File: src/rtl/mult_div_unit.sv
// Iterative multiply/divide unit with HI/LO result registers.
// One radix-2 step per cycle on operand magnitudes, followed by a single
// sign-correction cycle; MTHI/MTLO write HI/LO directly when idle.
module mult_div_unit #(
   parameter int WIDTH = 32
) (
   input  logic             clk,
   input  logic             rst,
   input  logic             start,
   input  logic [2:0]       op,
   input  logic [WIDTH-1:0] a,
   input  logic [WIDTH-1:0] b,
   output logic             busy,
   output logic             done,
   output logic [WIDTH-1:0] hi,
   output logic [WIDTH-1:0] lo
);

   localparam int CW = $clog2(WIDTH + 1);

   typedef enum logic [1:0] {IDLE, CALC, FIX, DONE} state_t;

   state_t           state, stateNext;
   logic [CW-1:0]    count;
   logic             canAccept, acceptArith;
   logic             aNeg, bNeg;
   logic [WIDTH-1:0] aMag, bMag;

   // latched operation context and iteration registers (HI:LO working pair)
   logic             isDiv, isSigned, negA, negB;
   logic [WIDTH-1:0] srcA, opB, accHi, accLo;

   logic [WIDTH:0]   mulSum, divTrial;
   logic [WIDTH-1:0] stepHi, stepLo;
   logic [WIDTH-1:0] resHi, resLo;
   logic [2*WIDTH-1:0] prodRes;

   // two's-complement negate when requested
   function automatic logic [WIDTH-1:0] condNeg(input logic [WIDTH-1:0] v, input logic neg);
      logic signed [WIDTH-1:0] s;
      s = $signed(v);
      return neg ? $unsigned(-s) : v;
   endfunction

   // double-width negate for the full product
   function automatic logic [2*WIDTH-1:0] condNeg2(input logic [2*WIDTH-1:0] v, input logic neg);
      logic signed [2*WIDTH-1:0] s;
      s = $signed(v);
      return neg ? $unsigned(-s) : v;
   endfunction

   assign canAccept   = (state == IDLE) || (state == DONE);
   assign acceptArith = canAccept && start && (op[2] == 1'b0);
   assign aNeg        = (op[0] == 1'b0) && ($signed(a) < 0);
   assign bNeg        = (op[0] == 1'b0) && ($signed(b) < 0);
   assign aMag        = condNeg(a, aNeg);
   assign bMag        = condNeg(b, bNeg);

   // state register and iteration counter
   always_ff @(posedge clk) begin
      if (rst) begin
         state <= IDLE;
         count <= '0;
      end else begin
         state <= stateNext;
         if (acceptArith)
            count <= CW'(WIDTH);
         else if (state == CALC)
            count <= count - CW'(1);
      end
   end

   // next-state decode and status outputs
   always_comb begin
      stateNext = state;
      busy      = 1'b0;
      done      = 1'b0;
      case (state)
         IDLE: if (acceptArith) stateNext = CALC;
         CALC: begin
            busy = 1'b1;
            if (count == CW'(1)) stateNext = FIX;
         end
         FIX: begin
            busy      = 1'b1;
            stateNext = DONE;
         end
         DONE: begin
            done      = 1'b1;
            stateNext = acceptArith ? CALC : IDLE;
         end
         default: stateNext = IDLE;
      endcase
   end

   // one shift-add or restoring-division step on the working pair
   always_comb begin
      mulSum   = {1'b0, accHi} + (accLo[0] ? {1'b0, opB} : '0);
      divTrial = {accHi, accLo[WIDTH-1]} - {1'b0, opB};
      if (isDiv) begin
         if (divTrial[WIDTH] == 1'b0) begin
            stepHi = divTrial[WIDTH-1:0];
            stepLo = {accLo[WIDTH-2:0], 1'b1};
         end else begin
            stepHi = {accHi[WIDTH-2:0], accLo[WIDTH-1]};
            stepLo = {accLo[WIDTH-2:0], 1'b0};
         end
      end else begin
         stepHi = mulSum[WIDTH:1];
         stepLo = {mulSum[0], accLo[WIDTH-1:1]};
      end
   end

   // sign correction and divide-by-zero handling of the magnitude result
   always_comb begin
      prodRes = condNeg2({accHi, accLo}, isSigned && (negA ^ negB));
      if (isDiv) begin
         if (opB == '0) begin
            resLo = '1;
            resHi = srcA;
         end else begin
            resLo = condNeg(accLo, isSigned && (negA ^ negB));
            resHi = condNeg(accHi, isSigned && negA);
         end
      end else begin
         resHi = prodRes[2*WIDTH-1:WIDTH];
         resLo = prodRes[WIDTH-1:0];
      end
   end

   // architectural HI/LO: cleared by reset, written by FIX or MTHI/MTLO
   always_ff @(posedge clk) begin
      if (rst) begin
         hi <= '0;
         lo <= '0;
      end else if (state == FIX) begin
         hi <= resHi;
         lo <= resLo;
      end else if (canAccept && start && (op == 3'b100)) begin
         hi <= a;
      end else if (canAccept && start && (op == 3'b101)) begin
         lo <= a;
      end
   end

   // operand capture on accept, then iterate while calculating
   always_ff @(posedge clk) begin
      if (acceptArith) begin
         isDiv    <= op[1];
         isSigned <= ~op[0];
         negA     <= aNeg;
         negB     <= bNeg;
         srcA     <= a;
         opB      <= op[1] ? bMag : aMag;
         accHi    <= '0;
         accLo    <= op[1] ? aMag : bMag;
      end else if (state == CALC) begin
         accHi <= stepHi;
         accLo <= stepLo;
      end
   end

endmodule

File: config.mk
export PLATFORM = sky130hd
export DESIGN_NAME = mult_div_unit
export DESIGN_NICKNAME = d
export VERILOG_FILES = /design/src/rtl/mult_div_unit.sv
export SDC_FILE = /design/constraint.sdc
export NUM_CORES = 1
export LEC_CHECK = 0
export ABC_AREA = 0
export CAP_MARGIN = 20
export CELL_PAD_IN_SITES_DETAIL_PLACEMENT = 1
export CELL_PAD_IN_SITES_GLOBAL_PLACEMENT = 2
export CORE_UTILIZATION = 30
export CTS_CLUSTER_SIZE = 14
export DETAILED_ROUTE_END_ITERATION = 10
export PLACE_DENSITY_LB_ADDON = 0.3
export SYNTH_ARGS = -nofsm -noshare
export SYNTH_HDL_FRONTEND = slang
export SYNTH_SLANG_ARGS = --single-unit
File: constraint.sdc
create_clock -name clk -period 4.9 [get_ports clk]
set_input_delay 0.98 -clock clk [delete_from_list [all_inputs] [get_ports clk]]
set_output_delay 0.98 -clock clk [all_outputs]
set_load 0.005 [all_outputs]
==> Word level (Yosys, flattened, before mapping) <==
Cells that the tools add are included.
{ "totals": {"register_bits": 204, "latch_bits": 0, "ram_bits": 0, "rom_bits": 0, "input_bits": 70, "output_inout_bits": 66, "word_cells": 84, "mem_count": 0} }
{ "op_classes": {"add_sub_neg": 8, "multipliers": 0, "div": 0, "n_lt_le_gt_ge": 2, "eq_ne": 9, "shift": 0, "muxes": 31, "bitwise": 3, "reduce_logical": 18} }
{ "ops": {"columns": ["operator", "count"], "rows": [
  ["$mux 32", 21],
  ["$neg 32->32", 4],
  ["$lt 32x1->1 const B", 2],
  ["$mux 64", 1],
  ["$neg 64->64", 1],
  ["$add 32x32->33", 1],
  ["$sub 33x32->33", 1],
  ["$logic_not 32->1", 1],
  ["$mux 6", 2],
  ["$logic_and 1x1->1", 8],
  ["$pmux 2 s4", 1],
  ["$eq 3x3->1 const B", 2],
  ["$eq 6x1->1 const B", 1],
  ["$reduce_bool 2->1", 3],
  ["$sub 6x1->6 const B", 1],
  ["$eq 2x2->1 const B", 2],
  ["$mux 1", 4],
  ["$mux 2", 2],
  ["$ne 2x2->1 const B", 2],
  ["$reduce_and 2->1", 2],
  ["$reduce_or 2->1", 2],
  ["$eq 2x1->1 const B", 1],
  ["$logic_not 2->1", 1],
  ["$ne 2x1->1 const B", 1],
  ["3 further kinds", 4]
]} }

==> Depth between registers and ports, before layout <==
Gate-level depths: netlist of the first run.
{ "logic_depth": {"word_depth": 7, "mapped_depth": 14} }

==> Worst setup path before layout of the first run <==
OpenSTA, ideal clock, no wires.
{ "synth_path": {"path_kind": "input port to flip-flop", "start": "in op[2]", "end": "reg accLo[31] (data pin)", "t_arrival_ns": 4.188, "t_required_ns": 4.522, "setup_slack_ns": 0.334, "path_stages": 6, "n_path_buf": 3, "path_cell_list": "or3b_2 -> clkbuf_1 -> inv_1 -> clkbuf_1 -> buf_1 -> a31oi_1"} }
{ "synth_between": {"elab_chain_cells": 3} }
{ "synth_lines": {"columns": ["item", "line_no", "text"], "rows": [
  ["start, declared", "10", "input logic [2:0] op,"],
  ["$not 1->1", "53", "assign acceptArith = canAccept && start && (op[2] == 1'b0);"],
  ["$logic_and 1x1->1", "53", null],
  ["net acceptArith", "25", "logic canAccept, acceptArith;"],
  ["$mux 32", "148", "if (acceptArith) begin"],
  ["end signal, assigned", "156", "accLo <= op[1] ? aMag : bMag;"],
  ["end signal, assigned", "159", "accLo <= stepLo;"],
  ["end, declared", "31", "logic [WIDTH-1:0] srcA, opB, accHi, accLo;"]
]} }
The timed path passes the listed nets, and every way through them passes these cells.
A chain may end at the register's enable or synchronous reset.

==> Final worst setup path of the first run <==
{ "layout_path": {"start": "reg opB[0]", "end": "reg accHi[24]"} }
{ "layout_between": {"elab_chain_cells": 3} }
{ "layout_lines": {"columns": ["item", "line_no", "text"], "rows": [
  ["start, declared", "31", null],
  ["start signal, assigned", "154", "opB <= op[1] ? bMag : aMag;"],
  ["$sub 33x32->33 or $mux 32 (tied branches)", "99, 98", null],
  ["$mux 32 or $add 32x32->33 (tied branches)", "101, 98", null],
  ["$mux 32 *", "100", "if (isDiv) begin"],
  ["end signal, assigned", "158", "accHi <= stepHi;"],
  ["end, declared", "31", null]
]} }
Mark *: on every way between the ends. The rest lies on a longest branch, timed or not.

==> results of run 1 <==
-- stage by stage --
step | total power [mW] | setup slack, ps
4_1_cts | 10.1 | 990
5_1_grt | 10.7 | 734
3_5_place_dp | 8.10 | 499
3_3_place_gp | 8.02 | 556
6_report | 10.1 | 985
2_1_floorplan | 6.06 | 334
-- layout make-up --
cell class | count | area, um2
clock buffer | 39 | 719
sequential | 204 | 5080
fill | 6547 | 35100
tap | 748 | 936
multi-input combinational | 1643 | 10800
clock inverter | 9 | 124
inverter | 80 | 303
timing repair buffer | 217 | 1960
antenna | 1 | 2.50
-- worst min-delay path: stages (launching register included) --
cell,delay [ps]
dfxtp_1,320
nor2_1,90
a2111oi_0,60
-- state kept, by name, summed over array words and instances (netlist names) --
signal    cells
accHi        32
accLo        32
hi           32
lo           32
opB          32
srcA         32
count         6
state         2
isDiv         1
isSigned      1
negA          1
negB          1
-- where the power goes --
| group | internal [mW] | switching (mW) |
|---|---|---|
| combinational | 2.06 | 3.35 |
| clock | 1.13 | 0.858 |
| sequential | 2.23 | 0.521 |
-- placed cells by master, fill, tap and decap left out, types with 73 or more instances in the layout --
master and count:
nand2_1 143, edfxtp_1 100, mux2i_1 99, dfxtp_1 104
nor2_1 189, inv_1 76, xnor2_1 95, o21ai_0 141
clkdlybuf4s50_1 133, ha_1 73, a211oi_1 127, buf_4 82
a21oi_1 194
-- Yosys cell counts (12+ instances only) --
cell / number / area share [%]
buf_1: 16 / 0.36
nand2b_1: 13 / 0.49
or4_1: 18 / 0.81
o221ai_1: 12 / 0.63
nand3_1: 27 / 0.81
a31oi_1: 23 / 0.86
nor2_1: 189 / 4.3
o21ai_0: 141 / 4.2
mux2i_1: 99 / 5.9
edfxtp_1: 100 / 18
a21oi_1: 194 / 5.8
a211oi_1: 127 / 5.7
inv_1: 77 / 1.7
dfxtp_1: 104 / 12
ha_1: 74 / 5.6
o211ai_1: 14 / 0.63
a21o_1: 25 / 1.1
or3_1: 25 / 0.94
clkbuf_1: 114 / 2.6
o22ai_1: 15 / 0.56
and3_1: 37 / 1.4
o21a_1: 13 / 0.59
nand4_1: 16 / 0.60
nor3_1: 62 / 1.9
xor2_1: 64 / 3.4
nand2_1: 144 / 3.2
xnor2_1: 95 / 5.0
nor4_1: 34 / 1.3
nor2b_1: 33 / 1.2
o31ai_1: 18 / 0.81
-- worst min path at each step --
stage | endpoint | depth (start not counted) | startpoint
floorplan | count[1] | 2 | count[1]
global placement | count[1] | 2 | count[1]
detailed placement | count[1] | 2 | count[1]
CTS | count[1] | 2 | count[1]
global route | count[1] | 2 | count[1]
finish | count[1] | 2 | count[1]
-- metal layers --
layer / routed length [um] / GRT usage (%)
met5: 0 / 0
met4: 3260 / 10.8
met3: 4520 / 3.17
met2: 35600 / 44.0
met1: 33900 / 35.8
-- kinds of logic after synthesis --
logic type	after synthesis	synth area share, %
AO/OA/AOI/OAI	670	25.6
AND/OR/NAND/NOR	638	18.7
buffers and inverters	216	5.00
flip-flops	204	30.5
XOR/XNOR	159	8.35
multiplexers	100	6.01
adder cells (fa/ha/maj)	76	5.79
==> flow_summary_export.csv, run 1 <==
group,metric,value,unit
sta,finalCritPeriodShare,79.9,%
global_routing,antenna_found_initial,3,
final_layout,fin_area,0.0199,mm2
floorplan,rows,86,
worst_setup_path,endpoint,"accHi[24]",
floorplan,core_area,0.0550,mm2
clocking,cts.sinks,204,
clocking,cts_tree,"built",
clocking,insertion_delay,590,ps
clocking,cts_setup_buffers,0,
worst_setup_path,path_delay_family,"compound AO/OA/AOI/OAI gates",
sta,fin_skew,31.8,ps
routing,viasPerCell,5.84,
clocking,path_clk_slew,60,ps
power_and_ir_drop,vdd_ir_drop_max,256,uV
run,drv_cap,0,
yosys,ys_ff_latch,204,
routing,routed_wl,77300,um
final_layout,syn_to_final_growth,19.5,%
floorplan,dieArea,0.0565,mm2
worst_setup_path,end_kind,"register",
sta,finalSetupViolCount,0,
placed_design,gp_congestion,0.934,
sta,fin_setup_tns,0,ps
worst_setup_path,slowest_stage,"nor2_2",
power_and_ir_drop,power.density,509,mW/mm2
yosys,synthCells,2063,
sta,drv_slew,0,
yosys,syn_area,0.0167,mm2
worst_setup_path,worst-setup-path-type,"register to register",
yosys,syn_nets,2209,
routing,via_count,17183,
worst_setup_path,cp-start-kind,"register",
final_layout,layout-drive-gt1-share,7.03,%
worst_setup_path,rrSetupSlack,980,ps
sta,timing.hold.ws,520,ps
floorplan,die_y,238,um
worst_hold_path,hp-class,"register to register",
yosys,ys.flop_type,"dfxtp_1",
worst_setup_path,critical-path-max-stage-delay,440,ps
routing,routedWlPerCell,26.3,um
worst_setup_path,cp.arrival,4360,ps
routing,ant_nets,0,
sta,finalCriticalPeriod,3920,ps
worst_setup_path,path_buf_inv,1,
worst_setup_path,cp.required,5350,ps
floorplan,pin_count,136,
worst_setup_path,crit_start,"opB[0]",
clocking,cts_resized,0,
clocking,hold_buffers,0,
sta,fmax,0.255,GHz
final_layout,postLayoutCoreUtil,36.2,%
clocking,cts_buffers,26,
power_and_ir_drop,leakage,7.44,nW
sta,rsz0062_at_grt,"no",
global_routing,grt_max_degree,63,
floorplan,start_util,30.3,%
outcome,status,"complete, no violations",
placed_design,dp.cells,2892,
worst_setup_path,cp.depth,12,
clocking,clockRootBuffer,"clkbuf_16",
clocking,htreeDepth,1,
yosys,ys_types,78,
placed_design,io_buffers,135,
routing,drtIter0Drc,1252,
placed_design,placed_cell_area,0.0191,mm2
global_routing,grt_usage,26.9,%
sta,relSlewSlack,34.9,%
yosys,synth-edff-count,100,
final_layout,fin_nets,2318,
worst_setup_path,r2r_start,"opB[0]",
yosys,async_flop_share,0,%
worst_setup_path,cp_max_fo,12,
floorplan,die_w,238,um
sta,worstMarginPinSlew,967,ps
final_layout,instances_no_fill,2941,
routing,remaining_drc_errors,0,
routing,first_pass_iters,5,
worst_setup_path,timing.rr.end,"accHi[24]",
clocking,clockBufferDepth,3,
sta,finalHoldViolations,0,
worst_setup_path,worstPathCellList,"ha_1, fa_1, nor2b_1, o31a_1, o21ai_0, a21o_1, a211oi_1, nor3_2, nor2_2, buf_4, mux2i_1, a21oi_1",
global_routing,grt_pass1_vias,17480,
yosys,syn_avg_cell_area,8.09,um2
global_routing,grt.overflow.total,0,
global_routing,grt_pass1_wl,114000,um
yosys,seq_area_frac_synth,30.5,%
worst_setup_path,r2r_cells,12,
placed_design,dp_hpwl,59000,um
yosys,ys_warn_count,0,
No activity file was read; power rests on OpenSTA's default activity.
==> run 2: changes to the inputs <==
Clock period 4.9 ns to 3.4 ns, I/O delays scaled along.
==> flow_summary_export.csv, run 2 (same netlist as run 1, synthesis figures left out) <==
group,metric,value,unit
power_and_ir_drop,power_frac_clock,18.1,%
final_layout,postLayoutCoreUtil,40.3,%
routing,remaining_drc_errors,0,
global_routing,grt_pass1_vias,18759,
clocking,cts_buffers,26,
sta,fmax,0.294,GHz
clocking,cts_tree,"built",
clocking,htreeDepth,1,
routing,viasPerCell,5.79,
sta,finalCritPeriodShare,100,%
worst_setup_path,cp_max_fo,5,
sta,relSlewSlack,45.3,%
final_layout,syn_to_final_growth,32.7,%
worst_setup_path,cp.required,3860,ps
power_and_ir_drop,leakage,8.64,nW
final_layout,final_cell_mix,"buf_4 (297), nor2_1 (188), a21oi_1 (184)",
clocking,path_clk_slew,70,ps
sta,worstMarginPinSlew,819,ps
worst_setup_path,end_kind,"register",
floorplan,dieArea,0.0565,mm2
global_routing,grt_pass1_wl,120000,um
power_and_ir_drop,power.density,726,mW/mm2
sta,finalCriticalPeriod,3400,ps
worst_setup_path,cp-start-kind,"register",
run,drv_cap,0,
clocking,clockRootBuffer,"clkbuf_16",
placed_design,io_buffers,135,
routing,via_count,18345,
sta,finalSetupViolCount,1,
floorplan,rows,86,
clocking,clockBufferDepth,3,
placed_design,dp_hpwl,63900,um
power_and_ir_drop,comb_power_share,58.2,%
sta,finalHoldViolations,0,
routing,drtIter0Drc,1510,
floorplan,pin_count,136,
sta,fin_skew,14.2,ps
routing,routedWlPerCell,26.0,um
sta,fin_setup_tns,-0.326,ps
worst_setup_path,worst-setup-path-type,"register to register",
outcome,status,"complete, but fails checks",
final_layout,fin_nets,2546,
final_layout,fill_cells,6495,
sta,fin_ws,-0.326,ps
sta,rsz0062_at_grt,"yes",
clocking,cts.sinks,204,
final_layout,layout-drive-gt1-share,18.1,%
global_routing,antenna_found_initial,4,
global_routing,grt.overflow.total,0,
placed_design,gp_congestion,0.948,
global_routing,grt_usage,28.2,%
floorplan,start_util,30.3,%
power_and_ir_drop,vdd_ir_drop_max,362,uV
power_and_ir_drop,switchingPower,7.37,mW
routing,routed_wl,82400,um
final_layout,final_common_cell,"buf_4",
routing,ant_nets,0,
power_and_ir_drop,seq_power_share,23.7,%
global_routing,grt_max_degree,96,
floorplan,die_y,238,um
clocking,insertion_delay,580,ps
worst_setup_path,cp.arrival,3860,ps
sta,drv_slew,0,
floorplan,die_w,238,um
power_and_ir_drop,p_int,8.71,mW
routing,first_pass_iters,5,
outcome,violations,"setup timing",
worst_hold_path,hp-class,"register to register",
power_and_ir_drop,swShare,45.8,%
floorplan,core_area,0.0550,mm2
run 2: changes by cell type in the layout (fill, tap and decap cells not counted), moves of 6 or more:
cell / previous run / this run
clkbuf_1: 11 / 3
buf_12: 0 / 9
buf_4: 82 / 297
a21oi_1: 194 / 184
a21oi_2: 1 / 10
o21ai_0: 141 / 135
run 2: worst max-delay path: stages (launching register included):
cell and delay, ps:
edfxtp_1 510, inv_4 170, buf_12 150, nor2_1 60, ha_1 360, a21oi_2 200, buf_4 140, nand2_1 60
o31a_1 370, a211oi_2 280, buf_4 200, o21a_4 150, o31ai_4 50, buf_6 150, a31oi_4 160, xor2_1 170
a211oi_1 80
run 2: cell type report:
cell class	count	area, um2	share of cell area [%]
flip-flops and latches	204	5080	23.0
clock inverters	19	196	0.887
repair buffers	445	3840	17.3
inverters	80	305	1.38
diodes	1	2.50	0.0113
well taps	748	936	4.23
clock buffers	29	662	2.99
multi-input cells	1643	11100	50.2
run 2: worst paths after layout:
check / from / end / slack, ps / depth (start not counted)
setup reg to reg: accLo[0] / accHi[27] / -0.3 / 16
setup / recovery: accLo[0] / accHi[27] / -0.3 / 16
hold reg to reg: count[1] / count[1] / 510 / 2
hold / removal: count[1] / count[1] / 510 / 2
run 2: what timing repair did:
action / 4_1_cts / 5_1_grt
gates cloned: 0 / 2
pin swaps: 2 / 21
setup endpoints to repair: 11 / 40
hold buffers: 0 / 0
resized for setup: 8 / 64
setup buffers: 1 / 14
hold endpoints to repair: 0 / 0
run 2: through the flow:
stage | hold WS, ps | cell area (um2) | worst slack [ps] | cells | total power [mW]
global placement | 489 | 20800 | -291 | 3104 | 12.5
detailed placement | 509 | 20800 | -319 | 3105 | 12.6
floorplan | 469 | 16700 | 2.28 | 2063 | 8.73
finish | 514 | 22100 | -0.326 | 3169 | 16.1
CTS | 518 | 21700 | 2.02 | 3154 | 15.6
global route | 552 | 22100 | -75.8 | 3168 | 16.9
run 2: metal layers:
metal,vias up,global-route usage [%],part of all wire (%)
li1,8343,-,-
met2,531,47.8,48
met1,9339,37.0,44
met3,132,3.31,4.8
met5,-,0,0
met4,0,9.44,3.7
run 2: power groups by stage:
| stage | Clock [mW] | Sequential, mW | Combinational [mW] |
|---|---|---|---|
| 6_report | 2.92 | 3.80 | 9.36 |
| 5_1_grt | 3.02 | 3.85 | 10.0 |
| 4_1_cts | 2.94 | 3.80 | 8.90 |
| 3_5_place_dp | 0 | 3.84 | 8.80 |
| 3_3_place_gp | 0 | 3.83 | 8.64 |
| 2_1_floorplan | 0 | 3.66 | 5.07 |
==> run 3: changes to the inputs <==
Settings changed: GPL_TIMING_DRIVEN from default to 0.
==> flow_summary_export.csv, run 3 (same netlist as run 1, synthesis figures left out) <==
group,metric,value,unit
final_layout,fin_nets,2404,
clocking,cts_buffers,25,
floorplan,pin_count,136,
routing,routed_wl,84500,um
worst_setup_path,crit_start,"opB[0]",
routing,viasPerCell,5.93,
final_layout,fin_area,0.0209,mm2
floorplan,rows,86,
placed_design,placed_cell_area,0.0190,mm2
power_and_ir_drop,vdd_ir_drop_max,408,uV
worst_setup_path,worstPathCellList,"buf_4, and2_1, ha_1, fa_2, a21oi_4, o22ai_2, o31a_1, a211oi_4, o21a_1, o31ai_4, a31oi_2, xor2_1, a211oi_2",
worst_setup_path,cp.required,3810,ps
global_routing,grt_usage,29.3,%
worst_hold_path,hp-class,"register to register",
clocking,hold_buffers,0,
global_routing,antenna_found_initial,1,
power_and_ir_drop,power.total,15.7,mW
routing,remaining_drc_errors,0,
worst_setup_path,cp-start-kind,"register",
worst_setup_path,end_kind,"register",
run,drv_cap,0,
sta,worstMarginPinSlew,1080,ps
floorplan,core_area,0.0550,mm2
worst_setup_path,critical-path-max-stage-delay,470,ps
final_layout,syn_to_final_growth,25.3,%
placed_design,dp_hpwl,66300,um
worst_setup_path,cp.arrival,3840,ps
global_routing,grt_max_degree,54,
clocking,cts.sinks,204,
routing,first_pass_iters,5,
sta,relSlewSlack,28.2,%
routing,via_count,17949,
sta,finalCritPeriodShare,101,%
routing,ant_nets,0,
global_routing,grt_pass1_vias,18028,
worst_setup_path,cp_max_fo,4,
worst_setup_path,timing.rr.end,"accHi[27]",
placed_design,gp_congestion,0.951,
final_layout,final_cell_mix,"nor2_1 (187), a21oi_1 (183), nand2_1 (141)",
power_and_ir_drop,power.density,752,mW/mm2
sta,finalSetupViolCount,1,
outcome,status,"complete, but fails checks",
worst_setup_path,r2r_start,"opB[0]",
outcome,violations,"setup timing",
clocking,path_clk_slew,70,ps
routing,drtIter0Drc,1386,
placed_design,io_buffers,135,
floorplan,dieArea,0.0565,mm2
clocking,clockBufferDepth,3,
sta,fin_skew,13.7,ps
sta,rsz0062_at_grt,"yes",
floorplan,die_w,238,um
sta,fmax,0.292,GHz
final_layout,multi_input_area,0.0114,mm2
sta,drv_slew,0,
floorplan,start_util,30.3,%
sta,fin_ws,-23.6,ps
final_layout,register_area,0.00509,mm2
final_layout,layout-drive-gt1-share,10.2,%
worst_setup_path,rrSetupSlack,-20,ps
clocking,htreeDepth,1,
clocking,clockRootBuffer,"clkbuf_16",
worst_setup_path,worst-setup-path-type,"register to register",
worst_setup_path,endpoint,"accHi[27]",
final_layout,final_common_cell,"nor2_1",
global_routing,grt_pass1_wl,122000,um
sta,finalCriticalPeriod,3420,ps
power_and_ir_drop,leakage,7.62,nW
sta,finalHoldViolations,0,
worst_setup_path,slowest_stage,"edfxtp_1",
routing,routedWlPerCell,27.9,um
placed_design,dp.cells,2947,
floorplan,die_y,238,um
worst_setup_path,r2r_cells,13,
clocking,insertion_delay,570,ps
global_routing,grt.overflow.total,0,
clocking,cts_tree,"built",
final_layout,fill_cells,6544,
final_layout,instances_no_fill,3025,
[run 3: what timing repair did]
action | in CTS | in global routing
pin swaps | 14 | 37
cloned | 1 | 0
setup endpoints to repair | 222 | 108
resized for setup | 106 | 101
setup buffers | 24 | 20
[run 3: through the flow]
step                      utilization (%)  hold WS, ps  setup WS (ps)  setup TNS, ps
final                                38.0          516          -23.6          -23.6
after global routing                 38.0          543           -132          -1090
after CTS                            37.0          520          0.428              0
after detailed placement             34.6          502          -1290        -172130
after global placement               34.5          498          -1930        -271250
after floorplan                         -          469           2.28              0
[run 3: layout make-up]
| type | count | share of cell area (%) |
|---|---|---|
| inverters | 80 | 1.47 |
| flip-flops and latches | 204 | 24.4 |
| clock buffers | 33 | 3.23 |
| well taps | 748 | 4.48 |
| clock inverters | 11 | 0.509 |
| multi-input cells | 1643 | 54.8 |
| plain buffers | 123 | 2.71 |
| diodes | 2 | 0.0240 |
| repair buffers | 181 | 8.41 |
[run 3: layer usage]
layer | global-route usage, % | vias up | wire length [um]
met5 | 0 | - | 0
met4 | 12.2 | 0 | 3940
li1 | - | 8072 | -
met3 | 3.45 | 160 | 5230
met2 | 48.1 | 663 | 39100
met1 | 38.8 | 9054 | 36200
[run 3: how the worst min path moves through the flow]
stage / from / endpoint / slack [ps] / cells past startpoint
5_1_grt: count[1] / count[1] / 540 / 2
4_1_cts: count[1] / count[1] / 520 / 2
2_1_floorplan: count[1] / count[1] / 470 / 2
3_3_place_gp: count[1] / count[1] / 500 / 2
6_report: count[1] / count[1] / 520 / 2
3_5_place_dp: count[1] / count[1] / 500 / 2
[run 3: power breakdown]
group	internal [mW]	switching [mW]	leakage, nW	total (mW)
Sequential	3.22	0.818	1.79	4.04
Combinational	3.41	5.52	5.44	8.93
Clock	1.54	1.20	0.389	2.74
[run 3: critical path, delay by kind of cell (launching register included)]
kind	cells	cell delay (ps)
and+or+nand+nor	1	150
xor gates and xnor gates	1	220
AOI/OAI and AO/OA	8	1670
adders and majority gates	2	610
DFF	1	470
buffers and inverters	1	180
